### config.mk
export PLATFORM = sky130hd
export DESIGN_NAME = game_timer_bank
export DESIGN_NICKNAME = d
export VERILOG_FILES = /design/src/rtl/game_timer_bank.sv
export SDC_FILE = /design/constraint.sdc
export NUM_CORES = 1
export LEC_CHECK = 0
export ABC_CLOCK_PERIOD_IN_PS = 2400
export CORE_MARGIN = 4
export CORE_UTILIZATION = 35
export DETAILED_ROUTE_END_ITERATION = 6
export SYNTH_ARGS = -nofsm -noshare
export SYNTH_HDL_FRONTEND = slang
export SYNTH_SLANG_ARGS = --single-unit
export TNS_END_PERCENT = 5
### constraint.sdc
create_clock -name clk -period 2.4 [get_ports clk]
set_input_delay 0.48 -clock clk [delete_from_list [all_inputs] [get_ports clk]]
set_output_delay 0.48 -clock clk [all_outputs]
set_load 0.02 [all_outputs]
### src/rtl/game_timer_bank.sv
// Bank of CHANNELS countdown timers paced by one shared frame-tick prescaler.
// Optional macro GAME_TIMER_PAUSE_EN adds a pause input that freezes the prescaler.
module game_timer_bank #(
  parameter int CLK_HZ   = 50000000,
  parameter int TICK_HZ  = 60,
  parameter int CHANNELS = 4,
  parameter int CNT_W    = 16
) (
  input  logic                      clk,
  input  logic                      resetn,
`ifdef GAME_TIMER_PAUSE_EN
  input  logic                      pause,
`endif
  output logic                      frame_tick,
  input  logic [CHANNELS-1:0]       start,
  input  logic [CHANNELS-1:0]       stop,
  input  logic [CHANNELS-1:0]       clear,
  input  logic [CHANNELS-1:0]       periodic,
  input  logic [CHANNELS*CNT_W-1:0] load_val,
  output logic [CHANNELS-1:0]       busy,
  output logic [CHANNELS-1:0]       timeout,
  output logic [CHANNELS*CNT_W-1:0] remaining
);

  localparam int            DIV       = CLK_HZ / TICK_HZ;
  localparam int            PW        = $clog2(DIV);
  localparam logic [PW-1:0] PRESC_MAX = PW'(DIV - 1);

  typedef enum logic {
    IDLE = 1'b0,
    RUN  = 1'b1
  } state_t;

  logic hold;
`ifdef GAME_TIMER_PAUSE_EN
  assign hold = pause;
`else
  assign hold = 1'b0;
`endif

  // Stage p0: prescaler; a held prescaler keeps its phase and suppresses the tick
  logic [PW-1:0] presc_p0;

  always_ff @(posedge clk or negedge resetn) begin
    if (!resetn) begin
      presc_p0   <= '0;
      frame_tick <= 1'b0;
    end else if (hold) begin
      frame_tick <= 1'b0;
    end else begin
      frame_tick <= (presc_p0 == PRESC_MAX);
      presc_p0   <= (presc_p0 == PRESC_MAX) ? '0 : presc_p0 + 1'b1;
    end
  end

  // Stage p1: per-channel countdown, priority clear > start > stop > tick
  for (genvar i = 0; i < CHANNELS; i++) begin : g_ch
    state_t           state_p1, state_nxt;
    logic [CNT_W-1:0] cnt_p1, cnt_nxt, lv;
    logic             to_p1, to_nxt;

    assign lv = load_val[i*CNT_W +: CNT_W];

    always_comb begin
      state_nxt = state_p1;
      cnt_nxt   = cnt_p1;
      to_nxt    = 1'b0;
      if (clear[i]) begin
        state_nxt = IDLE;
        cnt_nxt   = '0;
      end else if (start[i]) begin
        if (lv != '0) begin
          state_nxt = RUN;
          cnt_nxt   = lv;
        end else begin
          state_nxt = IDLE;
          cnt_nxt   = '0;
          to_nxt    = 1'b1;
        end
      end else if (stop[i]) begin
        state_nxt = IDLE;
      end else if (state_p1 == RUN && frame_tick) begin
        if (cnt_p1 > CNT_W'(1)) begin
          cnt_nxt = cnt_p1 - 1'b1;
        end else begin
          to_nxt = 1'b1;
          // A zero reload length ends a periodic channel instead of spinning
          if (periodic[i] && lv != '0) begin
            cnt_nxt = lv;
          end else begin
            cnt_nxt   = '0;
            state_nxt = IDLE;
          end
        end
      end
    end

    always_ff @(posedge clk or negedge resetn) begin
      if (!resetn) begin
        state_p1 <= IDLE;
        cnt_p1   <= '0;
        to_p1    <= 1'b0;
      end else begin
        state_p1 <= state_nxt;
        cnt_p1   <= cnt_nxt;
        to_p1    <= to_nxt;
      end
    end

    assign busy[i]                      = (state_p1 == RUN);
    assign timeout[i]                   = to_p1;
    assign remaining[i*CNT_W +: CNT_W]  = cnt_p1;
  end

endmodule

==> reports/results.tsv, run 1 <==
stage	metric	value	unit
run_status	status	finished clean	
placed_design	port_buffers	154	
power_and_ir_drop	p_sw	1.74	mW
clocking	clock_sinks	93	
power_and_ir_drop	netSwitchingFraction	33.5	%
synth	syn_area_per_cell	8.57	um2
detailed_routing	ant_nets	0	
floorplan	io_pins	155	
synth	yosys_warnings	0	
synth	ys_seq_area_share	37.6	%
grt	antenna_found_initial	0	
clocking	root_buffer	clkbuf_16	
placed_design	dp_cells	1222	
placed_design	hpwl	16.5	mm
detailed_routing	initialDrtViolationCount	611	
sta	finalHoldViolations	0	
detailed_routing	drc	0	
power_and_ir_drop	p_int	3.45	mW
synth	synthArstFlopShare	100	%
clocking	clockBufferDepth	2	
synth	syn-num-nets	814	
floorplan	start_util	35.8	%
placed_design	place_ws	-0.312	ns
final_layout	design_area	0.00942	mm2
final_layout	n_antenna_cell	0	
grt	busiest_layer	met2	
grt	grt.total_usage	21.0	%
detailed_routing	wl_per_cell	17.0	um
grt	overflow	0	
detailed_routing	wl	21.2	mm
power_and_ir_drop	power_frac_seq	34.3	%
synth	netlist_instances	722	
worst_setup_path	setup.worst_path.end_class	register	
floorplan	die_area	0.0199	mm2
sta	rsz0062_at_grt	true	
worst_setup_path	cp.required	2.63	ns
hold_path	worstHoldStart	presc_p0[19]$_DFF_PN0_	
worst_setup_path	r2r_start	g_ch[0].cnt_p1[8]$_DFFE_PN0P_	
worst_setup_path	r2r_cells	7	
worst_setup_path	timing.rr.end	g_ch[0].cnt_p1[1]$_DFFE_PN0P_	
floorplan	die_h	141	um
grt	met3_usage	3.46	%
synth	synth_top_cells_by_count	dfrtp_1, nor2_1, nand2_1, a21oi_1, nor3_1	
worst_setup_path	crit_fanout	9	
synth	synthDistinctLibCells	76	
final_layout	drive_gt1_share	20.7	%
detailed_routing	via_per_inst	5.53	
clocking	path_clk_slew	0.07	ns
placed_design	place.gp.congestion	0.925	
final_layout	syn_to_final_growth	52.2	%
floorplan	core	0.0173	mm2
power_and_ir_drop	powerDensity	551	mW/mm2
job	cap_violations	0	
hold_path	worst_hold_path.endpoint	presc_p0[19]$_DFF_PN0_	
synth	synth_most_common_cell	dfrtp_1	
power_and_ir_drop	combinationalPowerShare	36.9	%
floorplan	row_count	48	
worst_setup_path	worstSetupStartpointType	register	
synth	synth_area_leaders	dfrtp_1, nor2_1, a21oi_1	
clocking	tritoncts	yes	
sta	slew_viol_final	0	
worst_setup_path	path_class	reg -> reg	
sta	fin_crit	2.33	ns
sta	setup_ws	0.0671	ns
power_and_ir_drop	p_leak	4.06	nW
power_and_ir_drop	clkPwrFrac	28.8	%
sta	tightest_slew	0.672	ns
synth	synth_seq_cells	93	
power_and_ir_drop	ir_drop	0.323	mV
hold_path	holdCritPathClass	reg -> reg	
sta	setup-violations-final	0	
synth	synth_top_cell_by_area	dfrtp_1	
worst_setup_path	cp.arrival	2.56	ns
sta	fin_skew	0.00924	ns
sta	max-slew-margin-rel	55.2	%
synth	synthesis.area	0.00619	mm2
clocking	numCtsBuffers	9	
final_layout	stdcell_count	1245	
grt	grt_pass1_vias	6648	
floorplan	dieWidth	141	um
detailed_routing	dr.pass1.iters	7	
grt	grt_pass1_wl	34.4	mm
sta	fin_crit_sh	97.2	%
synth	yosysTopAreaCellShare	37.6	%
detailed_routing	dr_total_vias	6890	
grt	grt_max_degree	53	
synth	synth-edff-count	0	
hold_path	min_delay_path_depth	1	
synth	ys.flop_type	dfrtp_1	
clocking	htreeDepth	3	
clocking	clk-insertion-delay-late	0.35	ns
worst_setup_path	ff2ff_setup_slack	0.07	ns
grt	grt.met2_usage	33.0	%
placed_design	dpl_cell_area	0.00902	mm2
final_layout	nets	1107	
grt	use_met1	30.3	%
sta	fmax	429	MHz
[critical path: stages, from the launching register on]
cell and delay, ns:
dfrtp_1 0.39, or4_1 0.59, nor4_4 0.24, buf_4 0.23, a2111o_1 0.32, buf_4 0.17, nor2_1 0.03, a221o_1 0.25
[layout make-up]
cell class | instances | area [um2]
Clock inverter | 5 | 58.8
Inverter | 22 | 82.6
Tap cell | 225 | 282
Clock buffer | 11 | 253
Sequential cell | 93 | 2330
Timing Repair Buffer | 316 | 2770
Fill cell | 1578 | 7880
Multi-Input combinational cell | 573 | 3650
[state kept, by name, summed over array words and instances (netlist names)]
register / cells
g_ch.to_p1: 4
frame_tick: 1
presc_p0: 20
g_ch.state_p1: 4
g_ch.cnt_p1: 64
[placed cells by master, fill, tap and decap left out, drive strengths merged, types with 9 or more instances in the layout]
master / instances
clkdlybuf4s50: 153
a221o: 10
buf: 162
nand3: 26
o21ai: 42
a21oi: 47
xor2: 19
a31oi: 10
nand4: 11
ha: 10
nand2: 61
or4: 10
a21o: 9
nor3: 45
clkbuf: 11
nor4: 35
nor2: 81
a221oi: 16
xnor2: 15
inv: 22
dfrtp: 93
[through the flow]
stage | hold slack (ns) | TNS [ns] | util [%] | total power, mW
3_3_place_gp | 0.342 | -6.50 | 52.2 | 3.68
2_1_floorplan | 0.184 | 0 | - | 2.76
5_1_grt | 0.518 | -0.0202 | 54.5 | 5.47
6_report | 0.499 | 0 | 54.5 | 5.19
4_1_cts | 0.500 | 0 | 54.0 | 5.21
3_5_place_dp | 0.343 | -6.12 | 52.2 | 3.68
[power groups by stage]
stage,clock [mW],sequential (mW),combinational [mW]
after global routing,1.60,1.80,2.07
after floorplan,0,1.95,0.809
final,1.50,1.78,1.91
after CTS,1.54,1.78,1.88
after global placement,0,1.81,1.87
after detailed placement,0,1.81,1.87
[what timing repair did]
item | in CTS | in global routing
setup buffers | 0 | 6
setup endpoints to repair | 0 | 22
hold buffers | 1 | 0
endpoints found under the hold margin | 10 | 0
resized for setup | 0 | 7
[routing by layer]
| layer | up-vias | part of all wire, % |
|---|---|---|
| li1 | 3339 | - |
| met1 | 3278 | 46 |
| met2 | 251 | 45 |
| met3 | 22 | 7.2 |
| met4 | 0 | 1.1 |
| met5 | - | 0 |
[cells by family after synthesis]
kind of cell	synth area share [%]
simple gates	28.7
compound gates	22.2
flops	37.6
mux	0.667
xor+xnor	4.81
buf+inv	4.00
fa+ha+maj	2.02
[worst max-delay path by stage]
stage | slack, ns | start | cells after the start | endpoint
after floorplan | 0.11 | g_ch[2].cnt_p1[12]$_DFFE_PN0P_ | 6 | g_ch[2].cnt_p1[11]$_DFFE_PN0P_
after global placement | -0.32 | load_val[14] | 7 | g_ch[0].cnt_p1[1]$_DFFE_PN0P_
after detailed placement | -0.31 | load_val[14] | 7 | g_ch[0].cnt_p1[1]$_DFFE_PN0P_
after CTS | 0.04 | load_val[14] | 7 | g_ch[0].cnt_p1[1]$_DFFE_PN0P_
after global routing | -0.02 | g_ch[0].cnt_p1[8]$_DFFE_PN0P_ | 7 | g_ch[0].cnt_p1[4]$_DFFE_PN0P_
final | 0.07 | g_ch[0].cnt_p1[8]$_DFFE_PN0P_ | 7 | g_ch[0].cnt_p1[1]$_DFFE_PN0P_
Note: power is estimated with default switching activity, not from simulation.
==> run 2, diff against run 1 <==
--- a/config.mk
+++ b/config.mk
@@ -9,6 +9,7 @@
 export CORE_MARGIN = 4
 export CORE_UTILIZATION = 35
 export DETAILED_ROUTE_END_ITERATION = 6
+export PLACE_DENSITY = 0.72
 export SYNTH_ARGS = -nofsm -noshare
 export SYNTH_HDL_FRONTEND = slang
 export SYNTH_SLANG_ARGS = --single-unit
==> run 2 against run 1 <==
Clock power is 8% lower. Count of clock-buffer cells in the layout rose by 2. Global-route usage rose by 0.20 points. Register-to-register slack about the same. Highest routed layer unchanged. Worst setup slack got worse by 0.011 ns. Combinational power hardly changed. Die area unchanged. Critical path depth down 1. Sequential cell count unchanged. Sequential share of layout area increased by 0.32 points.
==> reports/results.tsv, run 2 (synthesis gave the netlist of run 1 again) <==
stage	metric	value	unit	change
run_status	status	finished clean		
power_and_ir_drop	clkPwrFrac	27.2	%	-1.6 points
floorplan	row_count	48		unchanged
final_layout	syn_to_final_growth	50.2	%	
power_and_ir_drop	combinationalPowerShare	37.6	%	+0.7 points
power_and_ir_drop	powerDensity	546	mW/mm2	-0.98%
worst_setup_path	cp.arrival	2.59	ns	+0.03 ns
power_and_ir_drop	p_sw	1.77	mW	+1.9%
detailed_routing	ant_nets	0		unchanged
placed_design	dp_cells	1214		-0.65%
placed_design	port_buffers	154		unchanged
sta	finalHoldViolations	0		unchanged
floorplan	die_area	0.0199	mm2	unchanged
final_layout	largest_register_ffs	64		unchanged
power_and_ir_drop	netSwitchingFraction	34.9	%	+1.4 points
clocking	root_buffer	clkbuf_16		
sta	slew_viol_final	0		unchanged
detailed_routing	via_per_inst	5.68		+2.7%
worst_setup_path	setup.worst_path.end_class	register		
worst_setup_path	worstSetupStartpointType	register		
sta	tns	0	ns	unchanged
clocking	tritoncts	yes		
worst_setup_path	r2r_start	g_ch[2].cnt_p1[9]$_DFFE_PN0P_		
grt	grt_pass1_wl	34.9	mm	+1.4%
worst_setup_path	timing.rr.end	g_ch[2].cnt_p1[15]$_DFFE_PN0P_		
job	cap_violations	0		unchanged
clocking	clock_sinks	93		unchanged
sta	fin_crit	2.34	ns	+0.0105 ns
power_and_ir_drop	p_leak	3.98	nW	-2.0%
clocking	post_cts_buffers	0		unchanged
grt	grt_max_degree	46		-13%
worst_setup_path	r2r_cells	6		-1
final_layout	stdcell_count	1230		-1.2%
clocking	numCtsBuffers	9		unchanged
clocking	path_clk_slew	0.07	ns	about the same
clocking	htreeDepth	3		unchanged
grt	antenna_found_initial	0		unchanged
power_and_ir_drop	ir_drop	0.396	mV	+23%
power_and_ir_drop	p_int	3.30	mW	-4.3%
detailed_routing	dr_total_vias	6988		+1.4%
sta	fin_crit_sh	97.6	%	+0.44 points
detailed_routing	initialDrtViolationCount	428		-30%
final_layout	nets	1092		-1.4%
final_layout	mostFrequentLayoutCell	clkdlybuf4s50_1		
final_layout	largestRegisters	g_ch.cnt_p1: 64 flops, presc_p0: 20 flops		
hold_path	holdCritPathClass	in -> async		
worst_setup_path	path_class	reg -> reg		
sta	rsz0062_at_grt	true		
detailed_routing	wl_per_cell	17.5	um	+2.4%
worst_setup_path	crit_fanout	3		-6
detailed_routing	dr.pass1.iters	5		-2
grt	grt_pass1_vias	6859		+3.2%
clocking	clockBufferDepth	2		unchanged
final_layout	regMostFlops	g_ch.cnt_p1		
sta	fmax	427	MHz	-0.45%
floorplan	dieWidth	141	um	unchanged
worst_setup_path	critPathLaunch	g_ch[2].cnt_p1[9]$_DFFE_PN0P_		
detailed_routing	wl	21.5	mm	+1.2%
sta	timing.hold.ws	0.148	ns	-0.352 ns
worst_setup_path	ff2ff_setup_slack	0.06	ns	about the same
floorplan	start_util	35.8	%	unchanged
placed_design	hpwl	16.2	mm	-1.6%
worst_setup_path	endpoint	g_ch[2].cnt_p1[15]$_DFFE_PN0P_		
sta	setup-violations-final	0		unchanged
final_layout	drive_gt1_share	19.5	%	-1.2 points
detailed_routing	drc	0		unchanged
clocking	clk-insertion-delay-late	0.36	ns	about the same
floorplan	io_pins	155		unchanged
worst_setup_path	cp.required	2.65	ns	+0.02 ns
placed_design	place.gp.congestion	0.903		-2.4%
final_layout	n_antenna_cell	0		unchanged
sta	tightest_slew	0.699	ns	+0.0266 ns
final_layout	layout_common_cells	clkdlybuf4s50_1, buf_4, dfrtp_1, nor2_1, nand2_1		
sta	fin_skew	0.0109	ns	+0.00167 ns
floorplan	die_h	141	um	unchanged
floorplan	core	0.0173	mm2	unchanged
sta	max-slew-margin-rel	53.1	%	-2.1 points
grt	grt.total_usage	21.2	%	+0.20 points
grt	overflow	0		unchanged
power_and_ir_drop	power_frac_seq	35.2	%	+0.9 points
[run 2: power groups by stage]
stage                     clock network (mW)  logic (mW)  registers, mW
after floorplan                            0       0.809           1.95
after global placement                     0        1.84           1.81
after detailed placement                   0        1.86           1.81
after CTS                               1.40        1.88           1.79
after global routing                    1.47        2.06           1.80
final                                   1.38        1.91           1.79
[run 2: layout make-up]
type	instances	area, um2
timing repair buffer	301	2670
sequential	93	2330
clock buffer	13	250
tap	225	282
clock inverter	3	21.3
inverter	22	82.6
fill	1607	8000
multi-input combinational	573	3670
[run 2: stage by stage]
stage	total power [mW]	util (%)	worst slack [ns]	area, um2
floorplan	2.76	-	0.115	6190
finish	5.08	53.8	0.0566	9300
detailed placement	3.68	51.9	-0.235	8970
global route	5.34	53.8	-0.0443	9300
CTS	5.07	53.5	0.0127	9260
global placement	3.65	51.9	-0.261	8970
[run 2: what timing repair did]
action	CTS	global route
endpoints found under the setup margin	2	16
resized for setup	2	9
hold buffers	0	0
pin swaps	0	2
endpoints found under the hold margin	0	0
[run 2: critical path: stages, from the launching register on]
cell,delay [ns]
dfrtp_1,0.41
or4_4,0.62
nor4_4,0.33
nand2_1,0.15
nor4b_2,0.33
a31oi_1,0.10
a311oi_2,0.30
[run 2: metal layers]
metal | vias up | track usage (%) | wire (um)
met1 | 3334 | 27.8 | 9220
met3 | 41 | 4.10 | 1570
met4 | 0 | 6.88 | 402
li1 | 3316 | - | -
met2 | 297 | 35.4 | 10300
met5 | - | 0 | 0
[run 2: worst min path at each step]
stage	start	to	slack (ns)
detailed placement	presc_p0[19]$_DFF_PN0_	presc_p0[19]$_DFF_PN0_	0.47
finish	resetn	g_ch[3].to_p1$_DFF_PN0_	0.15
global route	resetn	g_ch[3].to_p1$_DFF_PN0_	0.19
global placement	presc_p0[19]$_DFF_PN0_	presc_p0[19]$_DFF_PN0_	0.46
floorplan	resetn	frame_tick$_DFF_PN0_	0.18
CTS	resetn	g_ch[0].cnt_p1[3]$_DFFE_PN0P_	0.18
==> run 3, diff against run 2 <==
--- a/config.mk
+++ b/config.mk
@@ -7,10 +7,10 @@
 export LEC_CHECK = 0
 export ABC_CLOCK_PERIOD_IN_PS = 2400
 export CORE_MARGIN = 4
-export CORE_UTILIZATION = 35
+export CORE_UTILIZATION = 40
 export DETAILED_ROUTE_END_ITERATION = 6
-export PLACE_DENSITY = 0.72
+export PLACE_DENSITY = 0.79
 export SYNTH_ARGS = -nofsm -noshare
 export SYNTH_HDL_FRONTEND = slang
 export SYNTH_SLANG_ARGS = --single-unit
-export TNS_END_PERCENT = 5
+export TNS_END_PERCENT = 100
==> run 3 against run 2 <==
Combinational power shrank 3%. Routed wire length shrank 2.4%. Largest power group unchanged. Utilization grew 6.4 points. Largest cell class unchanged.
==> reports/results.tsv, run 3 (synthesis gave the netlist of run 1 again) <==
stage	metric	value	unit	change
grt	overflow	0		unchanged
worst_setup_path	crit_fanout	7		+4
final_layout	mostFrequentLayoutCell	clkdlybuf4s50_1		
power_and_ir_drop	p_leak	3.90	nW	-2.1%
sta	max-slew-margin-rel	53.5	%	+0.48 points
detailed_routing	wl_per_cell	17.9	um	+2.7%
power_and_ir_drop	ir_drop	0.366	mV	-7.6%
grt	grt_pass1_wl	33.8	mm	-3.1%
worst_setup_path	crit_cells	6		unchanged
worst_setup_path	path_buf_inv	0		unchanged
final_layout	nFillCells	1305		-19%
job	cap_violations	0		unchanged
worst_setup_path	cpMaxStageDelayCell	or4_4		
final_layout	layout_common_cells	clkdlybuf4s50_1, buf_4, dfrtp_1, nor2_1, nand2_1		
final_layout	syn_to_final_growth	47.7	%	
floorplan	core	0.0152	mm2	-12%
clocking	clock_sinks	93		unchanged
placed_design	place.gp.congestion	0.941		+4.3%
final_layout	largest_register_ffs	64		unchanged
worst_setup_path	worstSetupStartpointType	register		
worst_setup_path	slowest_delay	0.58	ns	-0.04 ns
worst_setup_path	r2r_start	g_ch[1].cnt_p1[11]$_DFFE_PN0P_		
sta	timing.hold.ws	0.0732	ns	-0.0743 ns
grt	grt_pass1_vias	6688		-2.5%
detailed_routing	ant_nets	0		unchanged
worst_setup_path	path_cells	or4_4, nand4bb_1, nor2_1, nor2_2, a221oi_1, nor3_1		
detailed_routing	dr_total_vias	7040		+0.74%
clocking	numCtsBuffers	9		unchanged
sta	finalHoldViolations	0		unchanged
clocking	root_buffer	clkbuf_16		
placed_design	hpwl	15.7	mm	-3.2%
hold_path	holdCritPathClass	in -> async		
sta	slew_viol_final	0		unchanged
power_and_ir_drop	powerDensity	567	mW/mm2	+3.8%
worst_setup_path	setup.worst_path.end_class	register		
worst_setup_path	ff2ff_setup_slack	0.04	ns	-0.02 ns
final_layout	fin_util	60.1	%	+6.4 points
clocking	tritoncts	yes		
final_layout	largestRegisters	g_ch.cnt_p1: 64 flops, presc_p0: 20 flops		
floorplan	die_h	132	um	-6.1%
worst_setup_path	path_class	reg -> reg		
sta	tightest_slew	0.697	ns	-0.00180 ns
worst_setup_path	r2r_cells	6		unchanged
final_layout	drive_gt1_share	18.0	%	-1.5 points
placed_design	dp_cells	1152		-5.1%
final_layout	n_antenna_cell	0		unchanged
detailed_routing	dr.pass1.iters	5		unchanged
worst_setup_path	cp_top_family	simple AND/OR/NAND/NOR gates		
grt	grt_max_degree	40		-13%
detailed_routing	via_per_inst	6.02		+6.0%
grt	grt.total_usage	23.0	%	+1.8 points
final_layout	regMostFlops	g_ch.cnt_p1		
floorplan	io_pins	155		unchanged
worst_setup_path	cp.required	2.62	ns	-0.03 ns
run_status	status	finished clean		
sta	fmax	424	MHz	-0.70%
clocking	clockBufferDepth	2		unchanged
floorplan	die_area	0.0175	mm2	-12%
sta	fin_crit_sh	98.3	%	+0.69 points
clocking	ctsHoldBuffers	0		unchanged
sta	fin_skew	0.00877	ns	-0.00213 ns
clocking	htreeDepth	3		unchanged
detailed_routing	wl	21.0	mm	-2.4%
worst_setup_path	critPathLaunch	g_ch[1].cnt_p1[11]$_DFFE_PN0P_		
clocking	clk-insertion-delay-late	0.35	ns	about the same
floorplan	dieWidth	132	um	-6.1%
detailed_routing	initialDrtViolationCount	757		+77%
placed_design	port_buffers	154		unchanged
detailed_routing	drc	0		unchanged
final_layout	stdcell_count	1169		-5.0%
floorplan	start_util	40.7	%	+4.9 points
worst_setup_path	timing.rr.end	g_ch[1].cnt_p1[10]$_DFFE_PN0P_		
sta	setup-violations-final	0		unchanged
sta	fin_crit	2.36	ns	+0.0165 ns
grt	antenna_found_initial	0		unchanged
worst_setup_path	cp.arrival	2.58	ns	about the same
worst_setup_path	endpoint	g_ch[1].cnt_p1[10]$_DFFE_PN0P_		
clocking	path_clk_slew	0.06	ns	about the same
final_layout	nets	1071		-1.9%
floorplan	row_count	45		-6.3%
-- run 3: cell types whose count changed in the layout (fill, tap and decap cells not counted), moves of 2 or more --
cell,previous run,this run
clkbuf_1,3,1
nor4_2,2,4
bufinv_16,0,2
buf_4,146,125
nor4_1,30,28
-- run 3: layout make-up --
class | count | area [um2] | area share [%]
timing repair buffer | 280 | 2510 | 27.5
clock buffer | 11 | 243 | 2.66
clock inverter | 2 | 60.1 | 0.657
tap | 188 | 235 | 2.57
inverter | 22 | 82.6 | 0.903
multi-input combinational | 573 | 3680 | 40.3
sequential | 93 | 2330 | 25.5
-- run 3: metal layers --
metal	vias up	track usage (%)	share of wire (%)
li1	3268	-	-
met1	3349	32.0	43
met2	378	35.4	46
met3	45	4.54	8.7
met4	0	8.89	2.1
met5	-	0	0
-- run 3: what timing repair did --
action                                  CTS  global route
hold endpoints to repair                  0             0
resized for setup                         0            14
buffers inserted                          0             4
endpoints found under the setup margin    0            34
-- run 3: how the worst min path moves through the flow --
stage / startpoint / slack (ns) / endpoint
after global placement: resetn / 0.46 / g_ch[0].cnt_p1[2]$_DFFE_PN0P_
final: resetn / 0.07 / g_ch[0].cnt_p1[2]$_DFFE_PN0P_
after floorplan: resetn / 0.18 / frame_tick$_DFF_PN0_
after CTS: resetn / 0.09 / g_ch[0].cnt_p1[2]$_DFFE_PN0P_
after detailed placement: resetn / 0.46 / g_ch[0].cnt_p1[2]$_DFFE_PN0P_
after global routing: resetn / 0.11 / g_ch[0].cnt_p1[0]$_DFFE_PN0P_
-- run 3: report_power, final --
group	total, mW	internal (mW)	leakage (nW)	switching (mW)
Clock	1.52	0.925	0.148	0.593
Combinational	1.86	0.873	2.52	0.987
Sequential	1.80	1.67	1.23	0.129
-- run 3: through the flow --
| stage | total power [mW] | setup slack [ns] | setup TNS, ns | instance area, um2 |
|---|---|---|---|---|
| floorplan | 2.76 | 0.115 | 0 | 6190 |
| global placement | 3.59 | -0.186 | -4.24 | 8740 |
| detailed placement | 3.61 | -0.239 | -5.02 | 8740 |
| CTS | 5.14 | 0.0148 | 0 | 9040 |
| global route | 5.43 | -0.0322 | -0.102 | 9140 |
| finish | 5.18 | 0.0401 | 0 | 9140 |
